==> config.mk <==
export PLATFORM = sky130hd
export DESIGN_NAME = uart_transmitter
export DESIGN_NICKNAME = d
export VERILOG_FILES = /design/src/rtl/uart_transmitter.sv
export SDC_FILE = /design/constraint.sdc
export NUM_CORES = 1
export LEC_CHECK = 0
export ABC_CLOCK_PERIOD_IN_PS = 4000
export CAP_MARGIN = 40
export CORE_ASPECT_RATIO = 0.7
export CORE_MARGIN = 2
export CORE_UTILIZATION = 55
export CTS_CLUSTER_SIZE = 30
export DETAILED_ROUTE_END_ITERATION = 8
export PLACE_DENSITY = 0.79
export RECOVER_POWER = 100
export SLEW_MARGIN = 30
export SYNTH_ARGS = -nofsm -noshare
export SYNTH_HDL_FRONTEND = slang
export SYNTH_SLANG_ARGS = --single-unit
==> constraint.sdc <==
create_clock -name clk -period 4 [get_ports clk]
set_input_delay 0.8 -clock clk [delete_from_list [all_inputs] [get_ports clk]]
set_output_delay 0.8 -clock clk [all_outputs]
set_load 0.01 [all_outputs]
==> src/rtl/uart_transmitter.sv <==
//------------------------------------------------------------------------------
// uart_transmitter
//
// Serialises parallel words into asynchronous UART frames:
//   start bit (0), DATA_BITS data bits LSB first, optional parity bit,
//   STOP_BITS stop bits (1). Each bit lasts exactly CLKS_PER_BIT clocks.
// A word is accepted through a valid/ready handshake and is held internally,
// so the host may change tx_data / tx_valid freely once the frame has started.
//
// Parameters:
//   CLKS_PER_BIT  clock cycles per bit period (>= 2)
//   DATA_BITS     data bits per frame (5..9)
//   PARITY_EN     1 = parity bit after the data bits, 0 = none
//   PARITY_ODD    0 = even parity, 1 = odd parity (ignored if PARITY_EN = 0)
//   STOP_BITS     number of stop bits (1 or 2)
//
// Ports:
//   clk       system clock
//   rst_n     asynchronous active-low reset
//   tx_data   word to transmit, sampled only on the accept edge
//   tx_valid  host has a word
//   tx_ready  block can accept a word (high only in IDLE)
//   tx        serial line, idles high, registered
//   tx_busy   frame in progress (any state except IDLE)
//   tx_done   one-cycle pulse during the final cycle of the last stop bit
//
// States:
//   state    | meaning
//   ---------+------------------------------------------------------------
//   S_IDLE   | line high, tx_ready high, waiting for tx_valid
//   S_START  | driving the start bit (0)
//   S_DATA   | shifting out data bits, LSB first, bit_idx = data bit number
//   S_PARITY | driving the parity bit captured at accept
//   S_STOP   | driving stop bit(s) (1), bit_idx = stop bit number
//------------------------------------------------------------------------------
module uart_transmitter #(
    parameter int CLKS_PER_BIT = 434,
    parameter int DATA_BITS    = 8,
    parameter int PARITY_EN    = 1,
    parameter int PARITY_ODD   = 0,
    parameter int STOP_BITS    = 1
) (
    input  logic                 clk,
    input  logic                 rst_n,
    input  logic [DATA_BITS-1:0] tx_data,
    input  logic                 tx_valid,
    output logic                 tx_ready,
    output logic                 tx,
    output logic                 tx_busy,
    output logic                 tx_done
);

    // Parameter legality, reported at elaboration time.
    if (CLKS_PER_BIT < 2) begin : g_bad_clks_per_bit
        $error("uart_transmitter: CLKS_PER_BIT must be >= 2");
    end
    if (DATA_BITS < 5 || DATA_BITS > 9) begin : g_bad_data_bits
        $error("uart_transmitter: DATA_BITS must be in 5..9");
    end
    if (PARITY_EN != 0 && PARITY_EN != 1) begin : g_bad_parity_en
        $error("uart_transmitter: PARITY_EN must be 0 or 1");
    end
    if (PARITY_ODD != 0 && PARITY_ODD != 1) begin : g_bad_parity_odd
        $error("uart_transmitter: PARITY_ODD must be 0 or 1");
    end
    if (STOP_BITS != 1 && STOP_BITS != 2) begin : g_bad_stop_bits
        $error("uart_transmitter: STOP_BITS must be 1 or 2");
    end

    localparam int CNT_W = (CLKS_PER_BIT >= 2) ? $clog2(CLKS_PER_BIT) : 1;
    localparam int IDX_W = 4;

    localparam logic [CNT_W-1:0] CNT_LAST   = CNT_W'(CLKS_PER_BIT - 1);
    // tx_done is registered, so it is raised one count before the final one
    // in order to be visible during the last cycle of the frame.
    localparam logic [CNT_W-1:0] CNT_PRE    = CNT_W'(CLKS_PER_BIT - 2);
    localparam logic [IDX_W-1:0] DATA_LAST  = IDX_W'(DATA_BITS - 1);
    localparam logic [IDX_W-1:0] STOP_LAST  = IDX_W'(STOP_BITS - 1);

    typedef enum logic [2:0] {
        S_IDLE,
        S_START,
        S_DATA,
        S_PARITY,
        S_STOP
    } state_t;

    state_t               state;
    logic [CNT_W-1:0]     baud_cnt;
    logic [IDX_W-1:0]     bit_idx;
    logic [DATA_BITS-1:0] shift_reg;
    logic                 parity_bit;
    logic                 bit_end;

    assign bit_end = (baud_cnt == CNT_LAST);

    always_ff @(posedge clk or negedge rst_n) begin
        if (!rst_n) begin
            state      <= S_IDLE;
            tx         <= 1'b1;
            tx_ready   <= 1'b1;
            tx_busy    <= 1'b0;
            tx_done    <= 1'b0;
            baud_cnt   <= '0;
            bit_idx    <= '0;
            shift_reg  <= '0;
            parity_bit <= 1'b0;
        end else begin
            tx_done <= 1'b0;
            case (state)
                S_IDLE: begin
                    // tx_ready is high throughout IDLE, so tx_valid alone
                    // completes the handshake here.
                    if (tx_valid) begin
                        shift_reg  <= tx_data;
                        parity_bit <= (PARITY_ODD != 0) ? ~^tx_data : ^tx_data;
                        tx         <= 1'b0;
                        tx_busy    <= 1'b1;
                        tx_ready   <= 1'b0;
                        baud_cnt   <= '0;
                        bit_idx    <= '0;
                        state      <= S_START;
                    end
                end

                S_START: begin
                    if (bit_end) begin
                        baud_cnt  <= '0;
                        bit_idx   <= '0;
                        tx        <= shift_reg[0];
                        shift_reg <= shift_reg >> 1;
                        state     <= S_DATA;
                    end else begin
                        baud_cnt <= baud_cnt + CNT_W'(1);
                    end
                end

                S_DATA: begin
                    if (bit_end) begin
                        baud_cnt <= '0;
                        if (bit_idx == DATA_LAST) begin
                            bit_idx <= '0;
                            if (PARITY_EN != 0) begin
                                tx    <= parity_bit;
                                state <= S_PARITY;
                            end else begin
                                tx    <= 1'b1;
                                state <= S_STOP;
                            end
                        end else begin
                            bit_idx   <= bit_idx + IDX_W'(1);
                            tx        <= shift_reg[0];
                            shift_reg <= shift_reg >> 1;
                        end
                    end else begin
                        baud_cnt <= baud_cnt + CNT_W'(1);
                    end
                end

                S_PARITY: begin
                    if (bit_end) begin
                        baud_cnt <= '0;
                        bit_idx  <= '0;
                        tx       <= 1'b1;
                        state    <= S_STOP;
                    end else begin
                        baud_cnt <= baud_cnt + CNT_W'(1);
                    end
                end

                S_STOP: begin
                    if (bit_idx == STOP_LAST && baud_cnt == CNT_PRE) begin
                        tx_done <= 1'b1;
                    end
                    if (bit_end) begin
                        baud_cnt <= '0;
                        if (bit_idx == STOP_LAST) begin
                            bit_idx  <= '0;
                            tx_busy  <= 1'b0;
                            tx_ready <= 1'b1;
                            state    <= S_IDLE;
                        end else begin
                            bit_idx <= bit_idx + IDX_W'(1);
                        end
                    end else begin
                        baud_cnt <= baud_cnt + CNT_W'(1);
                    end
                end

                default: begin
                    tx       <= 1'b1;
                    tx_busy  <= 1'b0;
                    tx_ready <= 1'b1;
                    baud_cnt <= '0;
                    bit_idx  <= '0;
                    state    <= S_IDLE;
                end
            endcase
        end
    end

endmodule

# ---- After elaboration in Yosys (flattened, before gate mapping)
# Cells that the tools add are included.
dict set report word_totals {
  rom_bits 0
  wordCells 81
  ram_bits 0
  out_inout_bits 4
  register_bits 29
  latch_bits 0
  memories 0
}
dict set report classes {
  bitwise_logic 2
  order_cmp 0
  n_shift 0
  mul 0
  muxes 38
  n_addsub 2
  div_mod_pow 0
  eq_ne 16
  reduce_logical 14
}
# operator count
set op_table {}
lappend op_table {{$mux W8} 4}
lappend op_table {{$mux W4} 6}
lappend op_table {{$pmux W8 S3} 1}
lappend op_table {{$mux W3} 7}
lappend op_table {{$eq A9 B9 Y1 const B} 2}
lappend op_table {{$mux W9} 2}
lappend op_table {{$pmux W9 S2} 1}
lappend op_table {{$ne A2 B2 Y1 const B} 8}
lappend op_table {{$pmux W4 S4} 1}
lappend op_table {{$pmux W3 S5} 1}
lappend op_table {{$mux W1} 12}
lappend op_table {{$reduce_and A5 Y1} 2}
lappend op_table {{$add A9 B1 Y9 const B} 1}
lappend op_table {{$reduce_and A4 Y1} 2}
lappend op_table {{$reduce_xor A8 Y1} 1}
lappend op_table {{$reduce_and A7 Y1} 1}
lappend op_table {{$eq A3 B2 Y1 const B} 2}
lappend op_table {{$pmux W1 S3} 2}
lappend op_table {{$pmux W1 S5} 1}
lappend op_table {{$add A4 B1 Y4 const B} 1}
lappend op_table {{$eq A4 B3 Y1 const B} 1}
lappend op_table {{$logic_not A4 Y1} 1}
lappend op_table {{$reduce_or A4 Y1} 1}
lappend op_table {{$eq A3 B1 Y1 const B} 1}
lappend op_table {{other kinds (9)} 10}

# ---- Depth between registers and ports, before layout
# Gate-level depths: netlist (run 1).
dict set report depth {
  depth_word 4
  mapped_depth 7
  depth_no_buf 6
}

# ---- Worst setup path after synthesis (run 1)
# Ideal clock, no wire load.
dict set report synth_timing {
  path_type {reg-to-reg}
  startpoint {register baud_cnt[1]}
  endpoint {register shift_reg[0]}
  arrival_time_ns 1.649
  path_stages_with_launch 7
  setup_slack_ns 2.226
  setup_ns 0.125
  synth_period_minus_slack_ns 1.774
  path_cell_list {dfrtp_1 > inv_1 > ha_1 > and4bb_4 > o211ai_2 > a21oi_4 > mux2_4}
}
dict set report synth_via {
  elab_chain_len 3
  elab_cells_between_ends 4
  classes_between {eq/ne (3); reduce/logical (1)}
}
# item line
set synth_rtl {}
lappend synth_rtl {{start, declared} 89} ;# logic [CNT_W-1:0] baud_cnt;
lappend synth_rtl {{start signal, assigned} 134} ;# baud_cnt <= baud_cnt + CNT_W'(1);
lappend synth_rtl {{start signal, assigned} 156} ;# baud_cnt <= baud_cnt + CNT_W'(1);
lappend synth_rtl {{start signal, assigned} 167} ;# baud_cnt <= baud_cnt + CNT_W'(1);
lappend synth_rtl {{$eq A9 B9 Y1 *} 95} ;# assign bit_end = (baud_cnt == CNT_LAST);
lappend synth_rtl {{$ne A2 B2 Y1 (no line)} --}
lappend synth_rtl {{$reduce_and A5 Y1 (no line) *} --}
lappend synth_rtl {{end signal, assigned} 115} ;# shift_reg <= tx_data;
lappend synth_rtl {{end signal, assigned} 131} ;# shift_reg <= shift_reg >> 1;
lappend synth_rtl {{end signal, assigned} 153} ;# shift_reg <= shift_reg >> 1;
lappend synth_rtl {{end, declared} 91} ;# logic [DATA_BITS-1:0] shift_reg;
# Every way passes the cells marked *; elsewhere a longest branch is shown, timed or not.
# A chain may end at the register's enable or synchronous reset.

# ---- Worst setup path in the final report (run 1)
dict set report layout_timing {
  startpoint {input port tx_valid}
  endpoint {register shift_reg[1]}
}
dict set report layout_via {
  elab_chain_len 2
}
# item line
set layout_rtl {}
lappend layout_rtl {{start, declared} 46} ;# input logic tx_valid,
lappend layout_rtl {{$ne A2 B2 Y1 (no line)} --}
lappend layout_rtl {{$reduce_and A5 Y1 (no line)} --}
# Every way passes these cells.

==> results of run 1 <==
[kinds of logic after synthesis]
logic type	synth area share
AND/OR/NAND/NOR	0.1726
AO/OA/AOI/OAI	0.1578
flip-flops	0.3909
multiplexers	0.1572
buffers and inverters	0.04097
XOR/XNOR	0.04701
adder cells (fa/ha/maj)	0.03358
[power by group]
part	switching [mW]	leakage (nW)	internal [mW]	total, mW
sequential	0.0673	0.364	0.343	0.411
clock	0.110	0.0585	0.203	0.313
combinational	0.0727	0.487	0.0945	0.167
total	0.250	0.910	0.641	0.890
[how the worst max path moves through the flow]
stage / from / endpoint / slack, ns / cells past startpoint
after floorplan: baud_cnt[1]$_DFFE_PN0N_ / shift_reg[0]$_DFFE_PN0P_ / 2.23 / 6
after global placement: tx_valid / bit_idx[2]$_DFFE_PN0P_ / 1.70 / 5
after detailed placement: tx_valid / shift_reg[1]$_DFFE_PN0P_ / 1.66 / 4
after CTS: bit_idx[0]$_DFFE_PN0P_ / bit_idx[3]$_DFFE_PN0P_ / 1.82 / 6
after global routing: tx_valid / shift_reg[1]$_DFFE_PN0P_ / 1.26 / 4
final: tx_valid / shift_reg[1]$_DFFE_PN0P_ / 1.37 / 4
[worst register-to-register path: cells and delay by family, from the launching register on]
family / cells / cell delay [ns]
AOI/OAI and AO/OA: 2 / 0.97
adders and majority gates: 1 / 0.14
buffers and inverters: 1 / 0.11
DFF: 1 / 0.43
muxes: 1 / 0.44
and+or+nand+nor: 1 / 0.36
[area by class of cell]
class / instances / area, um2 / share of cell area
Clock buffer: 7 / 86.33 / 0.04159
Clock inverter: 1 / 30.03 / 0.01447
Inverter: 9 / 33.78 / 0.01627
Multi-Input combinational cell: 131 / 1002 / 0.4828
Sequential cell: 29 / 728.2 / 0.3508
Tap cell: 38 / 47.55 / 0.02291
Timing Repair Buffer: 16 / 147.6 / 0.07113
[cell usage after synthesis, drive strengths merged, types with 2 or more instances]
master	count	area (um2)
a21oi	14	85.09
a22o	4	35.03
and3	2	12.51
buf	6	35.03
clkbuf	2	7.510
dfrtp	27	675.7
dfstp	2	52.55
ha	5	62.56
inv	9	33.78
mux2	18	232.7
mux2i	6	60.06
nand2	11	41.29
nand2b	3	18.77
nand3	8	40.04
nor2	10	37.54
nor2b	2	12.51
nor3	4	25.02
nor3b	2	15.01
nor4	3	25.02
o21ai	2	10.01
o2bb2ai	2	17.52
o31ai	2	15.01
or3b	2	20.02
xnor2	8	70.07
xor2	2	17.52
[per-layer routing]
| layer | part of all wire | vias to the layer above | GRT usage |
|---|---|---|---|
| li1 | - | 672 | - |
| met1 | 0.48 | 670 | 0.2963 |
| met2 | 0.45 | 25 | 0.3438 |
| met3 | 0.044 | 10 | 0.05962 |
| met4 | 0.026 | 0 | 0.1273 |
| met5 | 0 | - | 0 |
[per-stage QoR]
stage | util | instances
CTS | 0.6706 | 231
detailed placement | 0.6341 | 223
finish | 0.6506 | 231
global route | 0.6506 | 231
floorplan | - | 177
global placement | 0.6341 | 223
==> summary.txt, run 1 <==
Status
  • Status: complete, but fails checks
  • Failing checks: capacitance limit, slew limit

Logic synthesis
  • Syn_nets: 193
  • Synthesized area: 0.001863 mm2
  • FF+latch count, synth: 29
  • Ys flop type: dfrtp_1
  • Post-synth ARST share: 1.000
  • Number of synthesized flops with an enable pin: 0
  • Syn_area_per_cell: 10.53 um2
  • Library cells used by synthesis: 54
  • Yosys warning count: 0
  • Post-Syn Instances: between 150 and 200
  • Sequential area share after synthesis: 0.3909

Detailed routing
  • Starting DRT DRC Count: 83
  • Vias: between 1000 and 1500
  • DRT Pass-1 Iters: 4
  • Final ANT Viol Nets: 0
  • DR WL/cell: 15.61 um
  • Vias per cell: 5.961
  • DRC viols: 0
  • Routed WL: 3605 um

Placement
  • Area of placed instances: 0.002023 mm2
  • GPL Wtd Cong: 0.8209
  • PortBufs: 14
  • Final HPWL DP: 2572 um
  • Pre-CTS setup slack: 1.665 ns

Power
  • VDD IR max: 0.0002588 V
  • Leak pwr: 0.9103 nW
  • Overall power: a little under 0.9 mW
  • Cell Pwr Density: ~430 mW/mm2

Worst setup path
  • Worst flop-to-flop path endpoint: shift_reg[1]$_DFFE_PN0P_
  • Cell family with most CP delay: compound AO/OA/AOI/OAI gates
  • Worst EP arrival: roughly 2.8 ns
  • WP buf/inv: 1
  • Crit Path Max Fanout: 8
  • Reg2reg path depth: 6
  • Critical-path cell list: dlygate4sd3_1 -> o31ai_1 -> a21oi_1 -> mux2_2
  • Slowest-stage cell, CP: a21oi_1
  • Critical Path RT: 4.17 ns
  • Setup Crit Path Kind: primary input to flip-flop
  • Startpoint types: primary input
  • Reg2reg start: baud_cnt[1]$_DFFE_PN0N_
  • Worst setup EP type: flip-flop
  • Reg2Reg Setup Slack: 1.45 ns
  • Slowest stage delay, CP: 0.83 ns

Clocking
  • CTS Buf Count: 5
  • Clock Latency Late Sink: slightly below 0.3 ns
  • Worst-path clk slew: about 0.06 ns
  • Postcts setup bufs: 0
  • CTS root buf: clkbuf_8
  • Clock sink total: 29
  • CTS Hold Bufs: 0
  • Post-cts sizing count: 0
  • CTS tree: built
  • H-tree levels: 2
  • Clk buf depth: 2

Timing
  • Tightest Pin Transition: around 1.6 ns
  • Slew HR: -0.04480
  • Total negative slack: 0 ns
  • Min cycle time layout: 2.633 ns
  • Layout Skew: 0.004448 ns
  • RSZ-0062 raised after global routing: no
  • Final WS setup: 1.367 ns
  • Period Utilization, post-route: 0.6584
  • Fmax achieved: 379.7 MHz
  • Setup Viol. Count Final: 0
  • Final hold viol count: 0
  • Hold slack: 0.4697 ns
  • Fin. max-slew vios: 30

Die
  • # IOs: 15
  • Row count: 17
  • Die area: about 0.0039 mm2
  • Die height: 52.70 um
  • Initial Util: 0.5839
  • Die Width: roughly 74 um
  • Core area: 0.003191 mm2

Finish
  • # diodes: 0
  • Most frequent cells in the layout: dfrtp_1, a21oi_1, nand2_1
  • Nets: 208
  • Commonest non-fill, non-tap cell in the layout: dfrtp_1
  • Fillers: between 200 and 300
  • Number of flip-flops in the largest register: 9
  • P&R area growth vs syn: 11.42%
  • Layout cells sized above 1: 0.1451
  • Fin area: 0.002076 mm2

Global routing
  • Pin count of the biggest net entering global routing: 30
  • First-pass GRT wire length: roughly 6500 um
  • Initial antenna violation count: 0
  • Global Route Usage Sum: 0.2276
  • Global route overflow: 0
  • Vias in the first global route: 1400

Min path
  • Worst Hold Depth: 2
  • Hold wc startpoint: tx_ready$_DFFE_PN1P_
  • Worst hold endpoint: tx_ready$_DFFE_PN1P_
  • Hold Crit Class: flip-flop to flip-flop

Run
  • Maxcap violations: 1
Note: power is estimated with default switching activity, not from simulation.
==> run 2: changes to the inputs <==
- ABC_CLOCK_PERIOD_IN_PS: 4000 -> 2750
- clock period: 4 -> 2.75 ns (I/O delays scaled with it)
==> summary.txt, run 2 (same netlist as run 1, synthesis figures left out) <==
Status
  • Status: complete, but fails checks
  • Failing checks: capacitance limit, slew limit

Timing
  • Fin. max-slew vios: 30 (unchanged)
  • Layout Skew: 0.005525 ns (+0.001077 ns)
  • Period Utilization, post-route: 0.7994
  • Slew HR: -0.05058 (-0.005776)
  • Min cycle time layout: 2.198 ns
  • Final WS setup: 0.5516 ns (-0.8149 ns)
  • Setup Viol. Count Final: 0 (unchanged)
  • Tightest Pin Transition: 1.576 ns (+0.008664 ns)
  • RSZ-0062 raised after global routing: no
  • Total negative slack: 0 ns (unchanged)
  • Fmax achieved: 454.9 MHz
  • Final hold viol count: 0 (unchanged)
  • Hold slack: 0.4694 ns (-0.0002720 ns)

Worst setup path
  • Reg2reg start: baud_cnt[1]$_DFFE_PN0N_
  • Worst EP arrival: 2.37 ns (-0.43 ns)
  • Reg2Reg Setup Slack: 0.55 ns (-0.90 ns)
  • Critical-path cell list: inv_1 -> ha_1 -> and4bb_1 -> o211ai_1 -> a21oi_2 -> mux2_1
  • Cell family with most CP delay: compound AO/OA/AOI/OAI gates
  • Stages on worst setup path: 6 (+2)
  • Slowest-stage cell, CP: a21oi_2
  • Crit Path Max Fanout: 8 (unchanged)
  • Reg2reg path depth: 6 (unchanged)
  • Worst setup EP type: flip-flop
  • Setup Crit Path Kind: flip-flop to flip-flop
  • Startpoint types: flip-flop
  • Slowest stage delay, CP: 0.49 ns (-0.34 ns)
  • Worst flop-to-flop path endpoint: shift_reg[1]$_DFFE_PN0P_
  • Critical Path RT: 2.92 ns (-1.25 ns)
  • WP buf/inv: 1 (unchanged)

Clocking
  • CTS root buf: clkbuf_8
  • H-tree levels: 2 (unchanged)
  • CTS tree: built
  • Worst-path clk slew: 0.06 ns (about the same)
  • Post-cts sizing count: 0 (unchanged)
  • Clock Latency Late Sink: 0.29 ns (about the same)
  • Clock sink total: 29 (unchanged)
  • Postcts setup bufs: 0 (unchanged)
  • CTS Buf Count: 5 (unchanged)
  • CTS Hold Bufs: 0 (unchanged)
  • Clk buf depth: 2 (unchanged)

Min path
  • Hold Crit Class: flip-flop to flip-flop
  • Worst hold endpoint: tx_ready$_DFFE_PN1P_
  • Hold wc startpoint: tx_ready$_DFFE_PN1P_
  • Worst Hold Depth: 2 (unchanged)

Global routing
  • Global Route Usage Sum: 0.2276 (about the same)
  • Vias in the first global route: 1338 (-4.4%)
  • Pin count of the biggest net entering global routing: 30 (unchanged)
  • Initial antenna violation count: 0 (unchanged)
  • Global route overflow: 0 (unchanged)
  • First-pass GRT wire length: 6486 um (+0.43%)

Detailed routing
  • DRC viols: 0 (unchanged)
  • Starting DRT DRC Count: 64 (-23%)
  • Final ANT Viol Nets: 0 (unchanged)
  • Vias per cell: 6.026 (+1.1%)
  • DR WL/cell: 16.05 um (+2.8%)
  • DRT Pass-1 Iters: 4 (unchanged)
  • Routed WL: 3707 um (+2.8%)
  • Vias: 1392 (+1.1%)

Finish
  • Nets: 208 (unchanged)
  • # diodes: 0 (unchanged)
  • Most frequent cells in the layout: dfrtp_1, a21oi_1, nand2_1
  • Multi-input logic area: 0.001010 mm2 (+0.75%)
  • P&R area growth vs syn: 10.21%
  • Commonest non-fill, non-tap cell in the layout: dfrtp_1
  • Number of flip-flops in the largest register: 9 (unchanged)
  • Fin area: 0.002053 mm2 (-1.1%)
  • Fillers: 273 (+8.8%)
  • Storage cell area: 728.2 um2 (unchanged)
  • Layout cells sized above 1: 0.1399 (-0.005181)

Power
  • Leak pwr: 0.8929 nW (-1.9%)
  • Cell Pwr Density: 574.0 mW/mm2 (+34%)
  • VDD IR max: 0.0004108 V (+59%)

Die
  • Initial Util: 0.5839 (unchanged)
  • Die Width: 73.57 um (unchanged)
  • Die height: 52.70 um (unchanged)
  • Die area: 0.003877 mm2 (unchanged)
  • # IOs: 15 (unchanged)
  • Row count: 17 (unchanged)
  • Core area: 0.003191 mm2 (unchanged)

Placement
  • Pre-CTS setup slack: 0.5855 ns (-1.079 ns)
  • Area of placed instances: 0.002023 mm2 (unchanged)
  • GPL Wtd Cong: 0.8960 (+9.1%)
  • PortBufs: 14 (unchanged)
  • Final HPWL DP: 2684 um (+4.4%)

Run
  • Maxcap violations: 1 (unchanged)
-- run 2: cell count changes in the layout (fill, tap and decap cells not counted), moves of 2 or more --
cell / before / now
dlygate4sd3_1: 7 / 5
clkdlybuf4s50_1: 7 / 9
clkinv_2: 0 / 2
mux2_1: 2 / 6
mux2_4: 6 / 3
-- run 2: final cells by class --
type / count / area share
multi-input combinational: 131 / 0.4918
sequential: 29 / 0.3547
timing repair buffer: 16 / 0.07374
clock buffer: 6 / 0.03534
tap: 38 / 0.02316
inverter: 9 / 0.01645
clock inverter: 2 / 0.004875
-- run 2: power breakdown --
part / leakage [nW] / switching [mW] / internal (mW)
logic: 0.484 / 0.104 / 0.135
clock network: 0.0450 / 0.164 / 0.175
registers: 0.364 / 0.102 / 0.499
total: 0.893 / 0.370 / 0.809
-- run 2: through the flow --
step,std cells,total power [mW],utilization
after floorplan,177,0.7783,-
after global placement,223,0.8312,0.6341
after detailed placement,223,0.8530,0.6341
after CTS,231,1.192,0.6600
after global routing,231,1.243,0.6435
final,231,1.179,0.6435
-- run 2: tightest hold or removal path: stages (launching register included) --
cell and delay (ns):
dfstp_2 0.37, inv_1 0.04, a21oi_1 0.05
-- run 2: worst max path at each step --
stage | from | endpoint
finish | baud_cnt[1]$_DFFE_PN0N_ | shift_reg[1]$_DFFE_PN0P_
global route | rst_n | baud_cnt[5]$_DFFE_PN0N_
CTS | bit_idx[0]$_DFFE_PN0P_ | bit_idx[3]$_DFFE_PN0P_
detailed placement | tx_valid | baud_cnt[8]$_DFFE_PN0N_
global placement | tx_valid | baud_cnt[8]$_DFFE_PN0N_
floorplan | baud_cnt[1]$_DFFE_PN0N_ | shift_reg[0]$_DFFE_PN0P_
-- run 2: metal layers --
layer  global-route usage  vias to the layer above  routed length, um
li1                     -                      677                  -
met1               0.3069                      683               1811
met2               0.3408                       26               1671
met3              0.05769                        6                159
met4               0.1091                        0                 65
met5                    0                        -                  0
==> run 3: changes to the inputs <==
- ABC_CLOCK_PERIOD_IN_PS: 2750 -> 1800
- CORE_UTILIZATION: 55 -> 52
- PLACE_DENSITY: 0.79 -> 0.78
- clock period: 2.75 -> 1.8 ns (I/O delays scaled with it)
==> summary.txt, run 3 (same netlist as run 1, synthesis figures left out) <==
Status
  • Status: finished clean

Global routing
  • Initial antenna violation count: 0 (unchanged)
  • Global Route Usage Sum: 0.2335 (+0.005817)
  • First-pass GRT wire length: 6955 um (+7.2%)
  • Vias in the first global route: 1478 (+10%)
  • Pin count of the biggest net entering global routing: 30 (unchanged)
  • Global route overflow: 0 (unchanged)

Finish
  • Layout cells sized above 1: 0.3644 (+0.2245)
  • Most frequent cells in the layout: buf_4, dfrtp_1, clkdlybuf4s50_1
  • Multi-input logic area: 0.001132 mm2 (+12%)
  • Finished Layout Cells: 275 (+19%)
  • Nets: 240 (+15%)
  • Number of flip-flops in the largest register: 9 (unchanged)
  • Fillers: 242 (-11%)
  • Fin area: 0.002484 mm2 (+21%)
  • Final Util: 0.7161 (+0.07256)
  • Commonest non-fill, non-tap cell in the layout: buf_4
  • # diodes: 0 (unchanged)
  • Storage cell area: 730.7 um2 (+0.34%)
  • P&R area growth vs syn: 33.31%

Power
  • Overall power: 2.029 mW (+72%)
  • VDD IR max: 0.0007184 V (+75%)
  • Cell Pwr Density: 817.0 mW/mm2 (+42%)
  • Leak pwr: 1.087 nW (+22%)

Detailed routing
  • Vias per cell: 5.444 (-9.7%)
  • DRC viols: 0 (unchanged)
  • Starting DRT DRC Count: 65 (+1.6%)
  • DRT Pass-1 Iters: 5 (+1)
  • Vias: 1497 (+7.5%)
  • Final ANT Viol Nets: 0 (unchanged)
  • Routed WL: 4502 um (+21%)
  • DR WL/cell: 16.37 um (+2.0%)

Timing
  • RSZ-0062 raised after global routing: yes
  • Total negative slack: 0 ns (unchanged)
  • Slew HR: 0.5005 (+0.5511)
  • Setup Viol. Count Final: 0 (unchanged)
  • Tightest Pin Transition: 0.7492 ns (-0.8266 ns)
  • Period Utilization, post-route: 0.9863 (+0.1869)
  • Final hold viol count: 0 (unchanged)
  • Layout Skew: 0.01159 ns (+0.006069 ns)
  • Hold slack: 0.4852 ns (+0.01580 ns)
  • Min cycle time layout: 1.775 ns (-0.4231 ns)
  • Fin. max-slew vios: 0 (-100%)
  • Fmax achieved: 563.3 MHz (+24%)
  • Final WS setup: 0.02466 ns (-0.5269 ns)

Die
  • Core area: 0.003468 mm2 (+8.7%)
  • Die area: 0.004085 mm2 (+5.4%)
  • # IOs: 15 (unchanged)
  • Die height: 54.08 um (+2.6%)
  • Die Width: 75.54 um (+2.7%)
  • Initial Util: 0.5372 (-0.04676)
  • Row count: 18 (+1)

Worst setup path
  • Crit Path Max Fanout: 3 (-5)
  • Critical Path RT: 1.96 ns (-0.96 ns)
  • Worst setup EP type: flip-flop
  • Reg2Reg Setup Slack: 0.02 ns (-0.53 ns)
  • Worst EP arrival: 1.93 ns (-0.44 ns)
  • Setup Crit Path Kind: flip-flop to flip-flop
  • Startpoint types: flip-flop

Clocking
  • H-tree levels: 2 (unchanged)
  • CTS tree: built
  • Clk buf depth: 2 (unchanged)
  • Clock Latency Late Sink: 0.29 ns (about the same)
  • Worst-path clk slew: 0.06 ns (about the same)
  • Clock sink total: 29 (unchanged)
  • CTS root buf: clkbuf_8
  • CTS Buf Count: 5 (unchanged)

Placement
  • Final HPWL DP: 2993 um (+12%)
  • Pre-CTS setup slack: -0.08426 ns (-0.6697 ns)
  • Area of placed instances: 0.002263 mm2 (+12%)
  • GPL Wtd Cong: 0.7694 (-14%)
  • PortBufs: 14 (unchanged)
  • Cells after DPL: 260 (+17%)

Min path
  • Hold Crit Class: flip-flop to flip-flop

Run
  • Maxcap violations: 0 (-1)
[run 3: changes by cell type in the layout (fill, tap and decap cells not counted), sizes merged]
cell	before	now
clkdlybuf4s50	9	13
buf	1	33
clkinv	2	0
dlygate4sd3	5	1
clkbuf	7	9
[run 3: repair_timing]
action	in CTS	in global routing
endpoints found under the setup margin	2	15
setup buffers	0	8
resized for setup	3	15
hold buffers	0	0
cloned	0	0
pin swaps	0	3
[run 3: path summary, 6_finish.rpt]
| check | startpoint | to | cells past startpoint |
|---|---|---|---|
| max | bit_idx[0]$_DFFE_PN0P_ | bit_idx[3]$_DFFE_PN0P_ | 6 |
| min | tx_ready$_DFFE_PN1P_ | tx_ready$_DFFE_PN1P_ | 2 |
| max reg2reg | bit_idx[0]$_DFFE_PN0P_ | bit_idx[3]$_DFFE_PN0P_ | 6 |
| min reg2reg | tx_ready$_DFFE_PN1P_ | tx_ready$_DFFE_PN1P_ | 2 |
| max in group asynchronous | rst_n | state[1]$_DFFE_PN0P_ | 2 |
| min in group asynchronous | rst_n | shift_reg[7]$_DFFE_PN0P_ | 2 |
[run 3: critical path, stage by stage (launching register included)]
cell and delay [ns]:
dfrtp_1 0.40, inv_1 0.11, ha_1 0.18, nor3b_2 0.35, o22ai_4 0.15, a2111oi_2 0.33, o2bb2ai_1 0.12
[run 3: per-layer routing]
metal	vias up	share of wire	track usage	routed length, um
li1	734	-	-	-
met1	728	0.46	0.2970	2088
met2	32	0.50	0.3928	2238
met3	3	0.033	0.05805	148
met4	0	0.0060	0.07310	27
met5	-	0	0	0
[run 3: power by group]
group / switching (mW) / internal, mW
combinational: 0.283 / 0.319
sequential: 0.0917 / 0.763
clock: 0.261 / 0.312
total: 0.636 / 1.39
[run 3: area by class of cell]
type                            count  share of cell area
Sequential cell                    29              0.2942
Timing Repair Buffer               48              0.1748
Multi-Input combinational cell    131              0.4559
Clock buffer                        8             0.03627
Inverter                            9             0.01360
Tap cell                           50             0.02519
